===== src/rtl/key_event_mapper.sv =====
// key_event_mapper
//   Maps NUM_KEYS PS/2 scan codes, taken from the KeyboardDecoder key level
//   vector, to per-channel single-cycle press pulses. With the
//   KEY_EVENT_AUTO_REPEAT_EN macro defined, each channel also produces
//   typematic repeat pulses: the first repeat comes REPEAT_DELAY cycles after
//   the press pulse, and later repeats follow every REPEAT_PERIOD cycles.
//   Without the macro, each press gives exactly one pulse.
//
// Ports
//   clk        system clock
//   rst        asynchronous, active-high reset
//   enable     low forces every channel idle and suppresses all pulses
//   key_down   512-bit key level vector from KeyboardDecoder
//   key_pulse  one-cycle press/repeat pulse per channel
//   key_held   registered key level per channel (enable-qualified)
//   any_pulse  OR of key_pulse, aligned with it
//   first_key  lowest channel index whose key_pulse is high, 0 when none
module key_event_mapper #(
  parameter int                    NUM_KEYS      = 7,
  parameter logic [9*NUM_KEYS-1:0] KEY_CODES     = {NUM_KEYS{9'h000}},
  parameter int                    REPEAT_DELAY  = 25_000_000,
  parameter int                    REPEAT_PERIOD = 10_000_000,
  parameter int                    IDX_W         = 5
) (
  input  logic                clk,
  input  logic                rst,
  input  logic                enable,
  input  logic [511:0]        key_down,
  output logic [NUM_KEYS-1:0] key_pulse,
  output logic [NUM_KEYS-1:0] key_held,
  output logic                any_pulse,
  output logic [IDX_W-1:0]    first_key
);

`ifdef KEY_EVENT_AUTO_REPEAT_EN
  localparam int CNT_MAX = (REPEAT_DELAY > REPEAT_PERIOD) ? REPEAT_DELAY : REPEAT_PERIOD;
  localparam int CNT_W   = $clog2(CNT_MAX + 1);
  localparam logic [CNT_W-1:0] DELAY_LAST  = CNT_W'(REPEAT_DELAY - 1);
  localparam logic [CNT_W-1:0] PERIOD_LAST = CNT_W'(REPEAT_PERIOD - 1);

  typedef enum logic [1:0] {
    ST_IDLE   = 2'd0,
    ST_DELAY  = 2'd1,
    ST_REPEAT = 2'd2
  } state_e;

  logic [CNT_W-1:0] cnt_r [NUM_KEYS];
`else
  typedef enum logic [0:0] {
    ST_IDLE = 1'b0,
    ST_HELD = 1'b1
  } state_e;

  // Timing parameters have no effect in the single-pulse build.
  logic [31:0] unused_cfg_s;
  assign unused_cfg_s = REPEAT_DELAY ^ REPEAT_PERIOD;
`endif

  state_e              state_r [NUM_KEYS];
  logic [NUM_KEYS-1:0] sample_s;
  logic [NUM_KEYS-1:0] fire_s;
  logic [IDX_W-1:0]    first_nxt_s;
  logic [NUM_KEYS-1:0] key_pulse_r;
  logic [NUM_KEYS-1:0] key_held_r;
  logic                any_pulse_r;
  logic [IDX_W-1:0]    first_key_r;

  // Only the mapped scan-code bits of key_down are looked at.
  logic unused_key_down_s;
  assign unused_key_down_s = ^key_down;

  // Pick each channel's key level out of key_down, gated by enable.
  always_comb begin
    sample_s = '0;
    for (int i = 0; i < NUM_KEYS; i++) begin
      sample_s[i] = enable & key_down[KEY_CODES[9*i +: 9]];
    end
  end

  // Decide per channel whether a press or repeat event fires on this edge.
  always_comb begin
    fire_s = '0;
    for (int i = 0; i < NUM_KEYS; i++) begin
      case (state_r[i])
        ST_IDLE:   fire_s[i] = sample_s[i] & ~key_held_r[i];
`ifdef KEY_EVENT_AUTO_REPEAT_EN
        ST_DELAY:  fire_s[i] = sample_s[i] & (cnt_r[i] == DELAY_LAST);
        ST_REPEAT: fire_s[i] = sample_s[i] & (cnt_r[i] == PERIOD_LAST);
`else
        ST_HELD:   fire_s[i] = 1'b0;
`endif
        default:   fire_s[i] = 1'b0;
      endcase
    end
  end

  // Lowest firing channel index; scanning downward lets the lowest win.
  always_comb begin
    first_nxt_s = '0;
    for (int i = NUM_KEYS - 1; i >= 0; i--) begin
      if (fire_s[i]) begin
        first_nxt_s = IDX_W'(i);
      end else begin
        first_nxt_s = first_nxt_s;
      end
    end
  end

  // Channel FSMs, repeat counters and all registered outputs.
  always_ff @(posedge clk or posedge rst) begin
    if (rst) begin
      key_pulse_r <= '0;
      key_held_r  <= '0;
      any_pulse_r <= 1'b0;
      first_key_r <= '0;
      for (int i = 0; i < NUM_KEYS; i++) begin
        state_r[i] <= ST_IDLE;
`ifdef KEY_EVENT_AUTO_REPEAT_EN
        cnt_r[i]   <= '0;
`endif
      end
    end else begin
      key_pulse_r <= fire_s;
      key_held_r  <= sample_s;
      any_pulse_r <= |fire_s;
      first_key_r <= first_nxt_s;
      for (int i = 0; i < NUM_KEYS; i++) begin
`ifdef KEY_EVENT_AUTO_REPEAT_EN
        case (state_r[i])
          ST_IDLE: begin
            cnt_r[i] <= '0;
            if (sample_s[i] && !key_held_r[i]) begin
              state_r[i] <= ST_DELAY;
            end else begin
              state_r[i] <= ST_IDLE;
            end
          end
          ST_DELAY: begin
            if (!sample_s[i]) begin
              state_r[i] <= ST_IDLE;
              cnt_r[i]   <= '0;
            end else if (cnt_r[i] == DELAY_LAST) begin
              state_r[i] <= ST_REPEAT;
              cnt_r[i]   <= '0;
            end else begin
              cnt_r[i]   <= cnt_r[i] + CNT_W'(1);
            end
          end
          ST_REPEAT: begin
            if (!sample_s[i]) begin
              state_r[i] <= ST_IDLE;
              cnt_r[i]   <= '0;
            end else if (cnt_r[i] == PERIOD_LAST) begin
              cnt_r[i]   <= '0;
            end else begin
              cnt_r[i]   <= cnt_r[i] + CNT_W'(1);
            end
          end
          default: begin
            state_r[i] <= ST_IDLE;
            cnt_r[i]   <= '0;
          end
        endcase
`else
        case (state_r[i])
          ST_IDLE: begin
            if (sample_s[i] && !key_held_r[i]) begin
              state_r[i] <= ST_HELD;
            end else begin
              state_r[i] <= ST_IDLE;
            end
          end
          ST_HELD: begin
            if (!sample_s[i]) begin
              state_r[i] <= ST_IDLE;
            end else begin
              state_r[i] <= ST_HELD;
            end
          end
          default: state_r[i] <= ST_IDLE;
        endcase
`endif
      end
    end
  end

  assign key_pulse = key_pulse_r;
  assign key_held  = key_held_r;
  assign any_pulse = any_pulse_r;
  assign first_key = first_key_r;

endmodule


===== config.mk =====
export PLATFORM = sky130hd
export DESIGN_NAME = key_event_mapper
export DESIGN_NICKNAME = d
export VERILOG_FILES = /design/src/rtl/key_event_mapper.sv
export SDC_FILE = /design/constraint.sdc
export NUM_CORES = 1
export LEC_CHECK = 0
export CORE_AREA = 5 5 207 209
export CTS_CLUSTER_DIAMETER = 50
export DETAILED_ROUTE_END_ITERATION = 6
export DIE_AREA = 0 0 212 214
export PLACE_DENSITY = 0.37
export SYNTH_ARGS = -nofsm -noshare
export SYNTH_HDL_FRONTEND = slang
export SYNTH_SLANG_ARGS = --single-unit

===== constraint.sdc =====
create_clock -name clk -period 1.25 [get_ports clk]
set_clock_uncertainty 0.15 [all_clocks]
set_input_delay 0.375 -clock clk [delete_from_list [all_inputs] [get_ports clk]]
set_output_delay 0.375 -clock clk [all_outputs]
set_load 0.01 [all_outputs]

==> results.toml <==
[sta]
rsz0062_at_grt = "yes"
fin_crit_ps = 1374
slew_violations = 0
tns_ps = -1931
setup_viol = 27
finalHoldViolCount = 0
fin_crit_sh = 1.099
fmax_mhz = 728.0
fin_ws_ps = -123.6

[clock_network]
cts.root.buffer_cell = "clkbuf_16"
ctsLongestPathBuffers = 2
cts.sinks = 19
worstSkewPairLatency_ps = 250
clk_pin_slew_ps = 50
cts.htree.levels = 1
cts_tree = "built"
numCtsBuffers = 3

[layout]
layout-drive-gt1-share = 0.3864
fin_nets = 604
ff_latch_area_um2 = 476.7
stdcell_count = 620
syn_to_final_growth_pct = 115.9
multi_input_area_um2 = 186.4
finalInstanceArea_mm2 = 0.001653
diodes = 0
n_fill_cell = 4771
fin_util = 0.04066

[placed_design]
port_buffers = 21
placed_area_mm2 = 0.001614
routabilityCongestion = 0.5656
dpl.cell_count = 615
post-place-ws_ps = -510.2
dpl.hpwl_mm = 2.048

[synthesis]
ys_types = 15
ys_top_cells_by_area = "dfrtp_1 62%, buf_4 7.8%, a21oi_1 5.2%"
synth_seq_area_share = 0.6209
netlist_area_um2 = 765.7
async_flop_share = 1.000
synth_top_area_cell = "dfrtp_1"
ys_warn_count = 0
synth_edf_count = 0
synth-seq-cells = 19
syn_inst = 66
synth_top_area_share = 0.6209
synth_commonest_cells = "19 x dfrtp_1, 9 x inv_1, 8 x a21oi_1, 8 x buf_4, 7 x nor2_1"
syn_avg_cell_area_um2 = 11.60
synth_ff_type = "dfrtp_1"
yosysMostFrequentCell = "dfrtp_1"

[route]
vias = 521
via_per_inst = 0.8403
postRouteAntennaNets = 0
dr.pass1.iters = 3
finalWirelength_mm = 2.551
drc_errors = 0
dr.first_iter.drc_count = 13
routedWlPerCell_um = 4.115

[power]
vdd_ir_drop_max_mv = 0.3043
p_per_area_mw_per_mm2 = 887.7
p_leak_nw = 0.5418

[global_route]
grt_use_total = 0.01244
first_global_vias = 543
antenna_found_initial = 0
grt.overflow.total = 0
grt_max_degree = 20
grt_pass1_wl_mm = 3.795

[floorplanning]
fp-row-count = 74
coreArea_mm2 = 0.04065
die_h_um = 214
ioPinCount = 535
start_util = 0.01884
die_x_um = 212
dieArea_mm2 = 0.04537

[worst_setup_path]
slowest_delay_ps = 440
path_delay_family = "flip-flops"
crit_fanout = 8
startpoint_type = "flop"
crit_slowest_cell = "dfrtp_2"
path_class = "reg2out"
endpoint_kind = "output port"
crit_buf_inv = 1
arrival_ps = 850
cp_cell_sequence = "buf_2"
crit_required_ps = 730

[status]
violations = "negative setup slack"
status = "finished, violations left"

[hold_path]
hp-class = "in2async"

[run]
cap_violations = 0
==> tightest hold or removal path, stage by stage <==
cell	delay, ps
clkdlybuf4s50_1	390
inv_1	90
buf_12	160
==> cell families after synthesis <==
kind of cell / Yosys count / share of synthesized area
compound gates: 10 / 0.09151
buf+inv: 19 / 0.1520
flops: 19 / 0.6209
other cells: 1 / 0.004897
simple gates: 17 / 0.1307
==> path summary, 6_finish.rpt <==
check / from / end / slack [ps] / cells after the start
max: key_held[0]$_DFF_PP0_ / key_held[5] / -120 / 1
min reg2reg: state_r[6]$_DFF_PP0_ / key_pulse[0]$_DFF_PP0_ / 330 / 1
min in group clk: state_r[6]$_DFF_PP0_ / key_pulse[0]$_DFF_PP0_ / 330 / 1
max in group asynchronous: rst / key_held[0]$_DFF_PP0_ / 520 / 3
max reg2reg: key_held[0]$_DFF_PP0_ / any_pulse$_DFF_PP0_ / -90 / 4
min: rst / key_pulse[2]$_DFF_PP0_ / 290 / 3
==> layout by cell type, fill, tap and decap left out <==
cell	synthesis	final
inv_1	9	9
conb_1	1	2
nor2_1	7	6
a21oi_1	8	8
buf_2	0	13
nand3b_4	1	1
and3_1	1	1
and4_1	1	1
nand2b_1	1	1
nand2_1	3	3
dfrtp_1	19	18
clkdlybuf4s50_1	0	1
dlygate4sd2_1	0	2
clkinv_2	0	1
nor2_2	0	1
dfrtp_2	0	1
a311oi_2	2	2
clkbuf_16	0	3
buf_4	8	4
buf_12	0	1
nor4_2	0	1
nand3b_1	2	2
buf_6	2	6
==> sequential cells by signal (all words and copies together), names as in the netlist <==
register and count:
any_pulse 1, first_key 3, key_held 1, key_pulse 7, state_r 7
==> stage by stage <==
step / power, mW / hold WS (ps)
3_5_place_dp: 0.8458 / 320.4
5_1_grt: 1.530 / 307.0
3_3_place_gp: 0.8460 / 318.1
2_1_floorplan: 0.7576 / 176.1
6_report: 1.467 / 285.3
4_1_cts: 1.482 / 293.5
==> area by class of cell <==
cell class,count,share of cell area
Inverter,9,0.02044
Clock inverter,1,0.003028
Multi-Input combinational cell,29,0.1128
Clock buffer,3,0.04542
Tap cell,532,0.4027
Sequential cell,19,0.2884
Timing Repair Buffer,27,0.1272
==> repair_timing <==
item,CTS,global route
resized for setup,81,2
buffers inserted,1,0
pin swaps,1,0
hold buffers,0,0
endpoints found under the setup margin,37,29
==> power by group <==
part / internal (mW) / switching, mW
clock: 0.429 / 0.226
combinational: 0.0625 / 0.0789
sequential: 0.644 / 0.0277
==> routing by layer <==
| metal | global-route usage | wire (um) | vias to the layer above | part of all wire |
|---|---|---|---|---|
| met3 | 0.001902 | 62 | 5 | 0.024 |
| met5 | 0 | 0 | - | 0 |
| met1 | 0.01345 | 1035 | 257 | 0.41 |
| met4 | 0.01610 | 172 | 0 | 0.067 |
| li1 | - | - | 247 | - |
| met2 | 0.01832 | 1282 | 12 | 0.50 |
Note: power is estimated with default switching activity, not from simulation.
